[config.mk]
export PLATFORM = sky130hd
export DESIGN_NAME = gif_frame_ctrl
export DESIGN_NICKNAME = d
export VERILOG_FILES = /design/src/rtl/gif_pkg.sv /design/src/rtl/gif_delay_cnt.sv /design/src/rtl/gif_frame_ctrl.sv
export SDC_FILE = /design/constraint.sdc
export NUM_CORES = 1
export LEC_CHECK = 0
export CORE_AREA = 3 3 127 129
export CTS_CLUSTER_DIAMETER = 150
export DETAILED_ROUTE_END_ITERATION = 10
export DIE_AREA = 0 0 130 132
export PLACE_DENSITY = 0.62
export SETUP_SLACK_MARGIN = 0.5
export SYNTH_ARGS = -nofsm -noshare
export SYNTH_HDL_FRONTEND = slang
export SYNTH_HIERARCHICAL = 1
export SYNTH_SLANG_ARGS = --single-unit
export TNS_END_PERCENT = 30
[constraint.sdc]
create_clock -name i_clk -period 2.8 [get_ports i_clk]
set_input_delay 0.56 -clock i_clk [delete_from_list [all_inputs] [get_ports i_clk]]
set_output_delay 0.56 -clock i_clk [all_outputs]
set_load 0.02 [all_outputs]
[src/rtl/gif_pkg.sv]
// Shared types, widths and bank-address helpers for the GIF ping-pong frame sequencer.
package gif_pkg;

    localparam int unsigned WADDR_W = 8;
    localparam int unsigned RADDR_W = 10;
    localparam int unsigned WORD_W  = 128;
    localparam int unsigned PIX_W   = 8;
    localparam int unsigned WCNT_W  = WADDR_W - 1;
    localparam int unsigned PADDR_W = RADDR_W - 1;
    localparam int unsigned FCNT_W  = 16;
    localparam int unsigned DLY_W   = 8;

    typedef enum logic [0:0] {
        LOAD = 1'b0,
        HOLD = 1'b1
    } state_t;

    // The back bank is always the one not being displayed.
    function automatic logic [WADDR_W-1:0] wr_addr(input logic front,
                                                   input logic [WCNT_W-1:0] wcnt);
        return {~front, wcnt};
    endfunction

    function automatic logic [RADDR_W-1:0] rd_addr(input logic front,
                                                   input logic [PADDR_W-1:0] pix_addr);
        return {front, pix_addr};
    endfunction

endpackage

[src/rtl/gif_delay_cnt.sv]
// Counts display ticks since the last swap and decodes when the next frame is due.
module gif_delay_cnt
    import gif_pkg::*;
#(
    parameter int unsigned FRAME_DELAY = 6
) (
    input  logic i_clk,
    input  logic i_reset,
    input  logic i_frame_tick,
    input  logic i_clear,
    input  logic i_full,
    output logic o_due,
    output logic o_underrun_evt
);

    localparam int unsigned CMP_W = DLY_W + 1;

    logic [DLY_W-1:0] r_dly_cnt;
    logic             r_first;
    logic             w_elapsed;

    assign w_elapsed = (CMP_W'(r_dly_cnt) + CMP_W'(1)) >= CMP_W'(FRAME_DELAY);

    // Counter saturates at FRAME_DELAY-1 so a late frame swaps on the first tick after it fills.
    always_ff @(posedge i_clk) begin
        if (i_reset) begin
            r_dly_cnt <= '0;
            r_first   <= 1'b1;
        end else if (i_clear) begin
            r_dly_cnt <= '0;
            r_first   <= 1'b0;
        end else if (i_frame_tick) begin
            r_dly_cnt <= w_elapsed ? DLY_W'(FRAME_DELAY - 1) : r_dly_cnt + DLY_W'(1);
        end
    end

    assign o_due          = r_first | w_elapsed;
    assign o_underrun_evt = i_frame_tick & ~i_full & ~r_first & w_elapsed;

endmodule

[src/rtl/gif_frame_ctrl.sv]
// Ping-pong frame sequencer: loads the back bank of img_ram and swaps banks on a due frame tick.
module gif_frame_ctrl
    import gif_pkg::*;
#(
    parameter int unsigned FRAME_DELAY    = 6,
    parameter int unsigned WORDS_PER_BANK = 128
) (
    input  logic               i_clk,
    input  logic               i_reset,
    input  logic               i_in_valid,
    input  logic [WORD_W-1:0]  i_in_data,
    output logic               o_in_ready,
    input  logic               i_frame_tick,
    input  logic               i_pix_req,
    input  logic [PADDR_W-1:0] i_pix_addr,
    output logic [PIX_W-1:0]   o_pix_data,
    output logic               o_pix_valid,
    output logic [WORD_W-1:0]  o_dw,
    output logic [WADDR_W-1:0] o_addr_w,
    output logic               o_write,
    output logic               o_read,
    output logic [RADDR_W-1:0] o_addr_r,
    input  logic [PIX_W-1:0]   i_dr,
    output logic               o_front_bank,
    output logic [FCNT_W-1:0]  o_frame_count,
    output logic               o_underrun
);

    state_t              r_state;
    state_t              w_next_state;
    logic [WCNT_W-1:0]   r_wcnt;
    logic                r_front_bank;
    logic [FCNT_W-1:0]   r_frame_count;
    logic                r_underrun;
    logic                r_pix_valid;
    logic                w_in_ready;
    logic                w_accept;
    logic                w_last;
    logic                w_full;
    logic                w_due;
    logic                w_underrun_evt;
    logic                w_swap;

    assign w_full   = (r_state == HOLD);
    assign w_accept = i_in_valid & w_in_ready;
    assign w_last   = (r_wcnt == WCNT_W'(WORDS_PER_BANK - 1));
    assign w_swap   = i_frame_tick & w_full & w_due;

    gif_delay_cnt #(
        .FRAME_DELAY (FRAME_DELAY)
    ) u_delay (
        .i_clk          (i_clk),
        .i_reset        (i_reset),
        .i_frame_tick   (i_frame_tick),
        .i_clear        (w_swap),
        .i_full         (w_full),
        .o_due          (w_due),
        .o_underrun_evt (w_underrun_evt)
    );

    always_ff @(posedge i_clk) begin
        if (i_reset) begin
            r_state <= LOAD;
        end else begin
            r_state <= w_next_state;
        end
    end

    always_comb begin
        w_next_state = r_state;
        case (r_state)
            LOAD: if (w_accept && w_last) w_next_state = HOLD;
            HOLD: if (w_swap)             w_next_state = LOAD;
            default:                      w_next_state = LOAD;
        endcase
    end

    always_comb begin
        w_in_ready = 1'b0;
        case (r_state)
            LOAD:    w_in_ready = 1'b1;
            HOLD:    w_in_ready = 1'b0;
            default: w_in_ready = 1'b0;
        endcase
    end

    // Word counter, bank pointer, swap count, sticky underrun and read-valid pipe.
    always_ff @(posedge i_clk) begin
        if (i_reset) begin
            r_wcnt        <= '0;
            r_front_bank  <= 1'b0;
            r_frame_count <= '0;
            r_underrun    <= 1'b0;
            r_pix_valid   <= 1'b0;
        end else begin
            if (w_swap) begin
                r_wcnt        <= '0;
                r_front_bank  <= ~r_front_bank;
                r_frame_count <= r_frame_count + FCNT_W'(1);
            end else if (w_accept) begin
                r_wcnt <= r_wcnt + WCNT_W'(1);
            end
            if (w_underrun_evt) begin
                r_underrun <= 1'b1;
            end
            r_pix_valid <= i_pix_req;
        end
    end

    assign o_in_ready    = w_in_ready;
    assign o_write       = w_accept;
    assign o_dw          = i_in_data;
    assign o_addr_w      = wr_addr(r_front_bank, r_wcnt);
    assign o_read        = i_pix_req;
    assign o_addr_r      = rd_addr(r_front_bank, i_pix_addr);
    assign o_pix_data    = i_dr;
    assign o_pix_valid   = r_pix_valid;
    assign o_front_bank  = r_front_bank;
    assign o_frame_count = r_frame_count;
    assign o_underrun    = r_underrun;

endmodule

# Yosys cells after proc, flatten, opt, wreduce, memory -nomap -nowiden
# Index checks and enable logic that the tools add are counted.
# classes
add_sub_neg	4
magnitude_cmp	1
n_eq_ne	1
mux	5
n_bitwise	10
reduce_logical	2
# ops
cell	count
adder 16 x 1 -> 16 bit (second input constant)	1
adder 8 x 1 -> 9 bit (second input constant)	1
greater-or-equal comparator 9 x 3 -> 1 bit (second input constant)	1
adder 8 x 1 -> 8 bit (second input constant)	1
2-to-1 mux 8 bit	1
adder 7 x 1 -> 7 bit (second input constant)	1
== test 7 bit (second input constant)	1
AND 1 bit	6
one-hot mux 1 bit (2 select lines)	2
NOT 1 bit	3
2-to-1 mux 1 bit	2
OR reduction 2 bit	1
logical AND 1 bit	1
OR 1 bit	1
# totals
regBits	36

# Depth between registers and ports, before layout
# logic_depth
word_depth	6
mapped_depth	11
depth_no_buf	11

# Hierarchy
# The synthesis kept the hierarchy.
# modules_own_cells
mod	n_inst	cells_each	area_each_um2	seq_area_each_um2
gif_frame_ctrl	1	275	2259.7	540.5
gif_delay_cnt	1	43	411.6	180.2

# Worst setup path after synthesis
# OpenSTA, ideal clock, no wires.
# synth_timing
path_kind	register to register
startpoint	register u_delay.r_dly_cnt[0]
endpoint	register r_frame_count[11] (netlist: o_frame_count[11])
setup_ps	121
arrival_ps	2225
required_time_ps	2679
setup_slack_ps	455
path_stages_with_launch	10
n_path_buf	0
cell_sequence	dfxtp_1 -> ha_1 -> xor2_1 -> o21ai_1 -> and3_4 -> nand2b_1 -> nand3_2 -> nor4_1 -> and3_1 -> mux2_2
# synth_via
elab_chain_cells	4
# synth_lines
element	line_no	text
from (decl)	gif_delay_cnt.sv:18	logic [DLY_W-1:0] r_dly_cnt;
from (signal assigned)	gif_delay_cnt.sv:33	r_dly_cnt <= w_elapsed ? DLY_W'(FRAME_DELAY - 1) : r_dly_cnt + DLY_W'(1);
adder 8 x 1 -> 9 bit	gif_delay_cnt.sv:22	assign w_elapsed = (CMP_W'(r_dly_cnt) + CMP_W'(1)) >= CMP_W'(FRAME_DELAY);
greater-or-equal comparator 9 x 3 -> 1 bit	gif_delay_cnt.sv:22	
OR 1 bit	gif_delay_cnt.sv:37	assign o_due = r_first | w_elapsed;
via w_due	gif_frame_ctrl.sv:40	logic w_due;
AND 1 bit	gif_frame_ctrl.sv:47	assign w_swap = i_frame_tick & w_full & w_due;
to (signal assigned)	gif_frame_ctrl.sv:99	r_frame_count <= r_frame_count + FCNT_W'(1);
to (decl)	gif_frame_ctrl.sv:33	logic [FCNT_W-1:0] r_frame_count;
# The timed path passes the listed nets, and every way through them passes these cells.
# A chain may end at the register's enable or synchronous reset.

# Final worst setup path
# layout_timing
startpoint	register u_delay.r_dly_cnt[1]
endpoint	register r_frame_count[15] (netlist: o_frame_count[15])
# layout_via
elab_chain_cells	4
# layout_lines
element	line_no	text
adder 8 x 1 -> 9 bit	gif_delay_cnt.sv:22	
greater-or-equal comparator 9 x 3 -> 1 bit	gif_delay_cnt.sv:22	
OR 1 bit	gif_delay_cnt.sv:37	
via w_due	gif_frame_ctrl.sv:40	
AND 1 bit	gif_frame_ctrl.sv:47	
via w_swap	gif_frame_ctrl.sv:42	logic w_swap;
# The timed path passes the listed nets, and every way through them passes these cells.

==> results.ini <==
[synthesis]
synth_area_sq_um=2670
ys_seq_area_share_pct=27.0
synth_edf_count=0
syn_inst=318
synth-seq-cells=36
synthFlopType=dfxtp_1
yosys.area.top_type=buf_4
synth_warnings=6
synth.top_cell.area_share_pct=41.3
synth_area_leaders=buf_4 41%, dfxtp_1 27%, xnor2_1 3.3%
ys_types=39
avgSynthCellArea_sq_um=8.40
syn_nets=472
async_reset_ff_share_pct=0

[global_routing]
busiest_layer=met2
grt_max_degree=17
met1_usage_pct=6.21
grt_pass1_wl_um=9430
grt_pass1_vias=1533
gr-usage-met3_pct=5.67
antenna_found_initial=1
gr-usage-all-layers_pct=7.29
use_met2_pct=10.2
grt_overflow=0

[place]
pre_cts_ws_ps=410
place_area_sq_um=2180
gp_congestion=0.729
dp_cells=395
dpl.hpwl_um=5350
port_buffers=35

[sta]
fin_ws_ps=573
slew_viol_final=0
worstMarginPinSlew_ps=521
fin_crit_sh_pct=79.5
finalHoldViolations=0
slew_headroom_pct=65.2
setup_violations=0
period_minus_slack_ps=2230
fmax_mhz=449
rsz0062_at_grt=yes
finClkSkew_ps=4.92
fin_setup_tns_ps=0

[floorplanning]
core-area_sq_um=15100
start_util_pct=17.6
ios=326
fp.dieH_um=132
fp-row-count=45
die_width_um=130
die_area_sq_um=17200

[cells_and_area]
final_area_sq_um=2430
layout-drive-gt1-share_pct=14.3
nNetsFinal=376
final_cells=411
diodes=0
syn2layout_area_growth_pct=-9.18
nFillCells=1661

[clock_tree]
cts_hold_buffers=0
htreeDepth=2
cts_buffers=5
root_buffer=clkbuf_16
cts_tree=built
clk_path_buf_depth=2
clkLatencyLatePin_ps=280
cts_sinks=36
path_clk_slew_ps=60

[min_path]
hold_path.class=register to register

[worst_setup_path]
start_kind=register
arrival_ps=2440
required_ps=3020
end_kind=register
worst-path-max-fanout=6
crit_type=register to register

[route]
drtIter0Drc=64
drc_errors=0
vias=1591
firstDrtPassIters=4
routed_wl_um=6560
vias_per_cell=3.87
ant_nets=0
routedWlPerCell_um=16.0

[job]
maxCapViolCount=0

[power]
leakage_nw=0.847
powerDensity_nw_per_um2=473
vdd_ir_drop_max_v=0.000223

[outcome]
status=finished clean

==> path summary, 6_finish.rpt <==
check	startpoint	endpoint	depth (start not counted)	slack, ps
min reg2reg	u_delay/r_dly_cnt[7]	u_delay/r_dly_cnt[7]	1	490
min	u_delay/r_dly_cnt[7]	u_delay/r_dly_cnt[7]	1	490
max	u_delay/r_dly_cnt[1]	o_frame_count[15]	11	570
max reg2reg	u_delay/r_dly_cnt[1]	o_frame_count[15]	11	570
==> state kept, by name (all words and copies together), names as in the netlist <==
| signal | flops |
|---|---|
| r_wcnt | 7 |
| u_delay/r_dly_cnt | 8 |
| r_state | 1 |
| o_frame_count | 16 |
| u_delay/r_first | 1 |
| o_front_bank | 1 |
| o_underrun | 1 |
| o_pix_valid | 1 |
==> cell families (layout without fill, tap and decap cells) <==
kind of cell	Yosys count	after routing	synth area share (%)
buffers and inverters	160	65	43.1
and+or+nand+nor	78	78	16.3
DFF	36	36	27.0
AOI/OAI and AO/OA	18	18	4.22
xor gates and xnor gates	18	18	5.90
adders and majority gates	4	4	1.87
muxes	4	4	1.59
==> per-stage QoR <==
stage / power, mW / hold WS [ps] / util [%]
finish: 1.15 / 486 / 16.0
global route: 1.19 / 507 / 16.0
CTS: 1.16 / 485 / 15.5
detailed placement: 0.598 / 468 / 14.4
global placement: 0.595 / 446 / 14.4
floorplan: 0.872 / 430 / -
==> layout by cell type (no fill, tap or decap), drive strengths merged, types with 2 or more instances in the layout <==
master	netlist	final
xor2	8	8
ha	4	4
dfxtp	36	36
clkbuf	2	7
and2	4	4
buf	148	12
nor2	23	23
nand3	7	7
o31ai	2	2
nor3	4	4
inv	9	9
mux2i	2	2
clkdlybuf4s50	0	34
xnor2	10	10
nand4	8	8
nor2b	4	4
or4	2	2
a21oi	6	6
and3	6	6
o21ai	4	4
nand2	7	7
nand2b	3	3
mux2	2	2
nor4	7	7
==> critical path, cell delays in order (launching register included) <==
cell      delay (ps)
dfxtp_1          380
ha_2             230
xor2_1           190
o21ai_1           90
and3_4           160
nand2b_1         100
nand3_2          120
buf_6            160
clkinv_1          50
nand4_1          130
or4_1            410
a21oi_1          140
==> routing by layer <==
layer | vias to the layer above | routed length (um)
met1 | 710 | 1980
met4 | 2 | 626
li1 | 695 | -
met5 | - | 13
met3 | 69 | 1130
met2 | 115 | 2820
==> cells in the mapped netlist (3+ instances only) <==
master and number:
nor4_1 6, nor2b_1 4, nand2_1 7, xnor2_1 10, buf_4 147, and2_1 4, o21ai_0 3, inv_1 9
ha_1 4, nand4_1 7, a21oi_1 6, nand3_1 6, and3_1 5, nor2_1 23, nand2b_1 3, xor2_1 8
dfxtp_1 36, nor3_1 4
==> what timing repair did <==
item	in CTS	in global routing
pin swaps	2	1
setup buffers	1	7
endpoints found under the setup margin	10	18
resized for setup	3	8
==> report_power, final <==
part	total, mW	internal (mW)	leakage, nW	switching, mW
clock	0.559	0.354	0.0701	0.205
sequential	0.527	0.519	0.291	0.00733
combinational	0.0611	0.0279	0.485	0.0332
total	1.15	0.901	0.847	0.246
==> final cells by class <==
cell class | instances | area [sq um] | share of cell area, %
Clock buffer | 7 | 143 | 5.88
Clock inverter | 1 | 7.51 | 0.309
Inverter | 10 | 37.5 | 1.55
Multi-Input combinational cell | 122 | 838 | 34.6
Sequential cell | 36 | 722 | 29.8
Tap cell | 188 | 235 | 9.70
Timing Repair Buffer | 47 | 443 | 18.3
(Power assumes the default switching activity.)
==> RTL change, RTL diff (config.mk and constraints unchanged) <==
Put one more register stage on the output `o_frame_count`, cleared by the reset. The value now appears one clock later. The other outputs are not delayed to match.
--- a/src/rtl/gif_frame_ctrl.sv
+++ b/src/rtl/gif_frame_ctrl.sv
@@ -116,7 +116,13 @@
     assign o_pix_data    = i_dr;
     assign o_pix_valid   = r_pix_valid;
     assign o_front_bank  = r_front_bank;
-    assign o_frame_count = r_frame_count;
+    always_ff @(posedge i_clk) begin
+        if (i_reset) begin
+            o_frame_count <= '0;
+        end else begin
+            o_frame_count <= r_frame_count;
+        end
+    end
     assign o_underrun    = r_underrun;
 
 endmodule
Formal check against the unedited RTL: no difference found for any inputs over 10 cycles, from zero or initial values and one cycle with i_reset high; that may be too few to reach the edited logic, so the function may still have changed.
==> RTL change against the unedited design <==
  * Synthesized area grew 15%
  * Final area grew 15%
  * Power grew 35%
  * Sequential cell count grew 16
  * Routed wire length grew 22%
  * Worst setup slack gained 36 ps
  * Final cell count grew 6.6%
  * First-iteration DRC count grew 110%
  * Highest routed layer unchanged
==> RTL change: results (changes against the unedited design) <==
metric	value	unit	change
status	finished, final reports clean		
cts repair resizes	1		-2
syn_area_per_cell	8.70	um^2	+3.6%
share of cells above drive strength 1	0.100		-0.0435
WP data arrival	1630	ps	-810 ps
comb_multi_in	141		+16%
Net Sw Power	0.302	mW	+23%
Synth top cells by count	buf_4 (147), dfxtp_1 (52), nor2_1 (21)		
Critical Path Fanout Max	2		-4
drt wl/cell	18.2	um	+14%
non-clk buf share	0.138		-0.0445
Synth Register Bits	52		+44%
Slew headroom	0.677		+0.0253
global-route wire length before repair	11100	um	+17%
Starting DRT DRC Count	134		+110%
fraction of area in multi-input gates	0.327		-0.0185
Non-clk invs	9		-1
metal2 WL	3970	um	+41%
met1 global-route usage	0.0599		-0.00221
max incr delay on CP	600	ps	+190 ps
Non-clk bufs	40		-15%
crit path launch	i_pix_req		
syn_nets	508		+7.6%
Leak	0.957	nW	+13%
WHS Endpoint	o_underrun		
Hold WS	476	ps	-10.3 ps
Clock buf/inv share	0.0652		+0.00335
placer congestion estimate	0.756		+3.7%
==> RTL change: kinds of logic after synthesis <==
logic type,Yosys count,synth area share
buffers and inverters,161,0.375
AO/OA/AOI/OAI,22,0.0414
adder cells (fa/ha/maj),4,0.0162
multiplexers,3,0.0102
XOR/XNOR,17,0.0483
AND/OR/NAND/NOR,95,0.171
flip-flops,52,0.338
==> RTL change: power by group through the flow <==
stage	combinational, mW	sequential, mW	clock [mW]
finish	0.0627	0.755	0.729
global route	0.0705	0.755	0.786
CTS	0.0628	0.753	0.755
detailed placement	0.0632	0.770	0
global placement	0.0620	0.769	0
floorplan	0.335	0.773	0
==> RTL change: stage by stage <==
| step | std cells | setup slack (ps) |
|---|---|---|
| after global placement | 430 | 439 |
| after CTS | 438 | 439 |
| after floorplan | 354 | 501 |
| final | 438 | 609 |
| after detailed placement | 430 | 423 |
| after global routing | 438 | 493 |
==> RTL change: worst min-delay path: stages (launching register included) <==
cell and delay, ps:
dfxtp_1 330, nor2_1 50, nor2_1 70
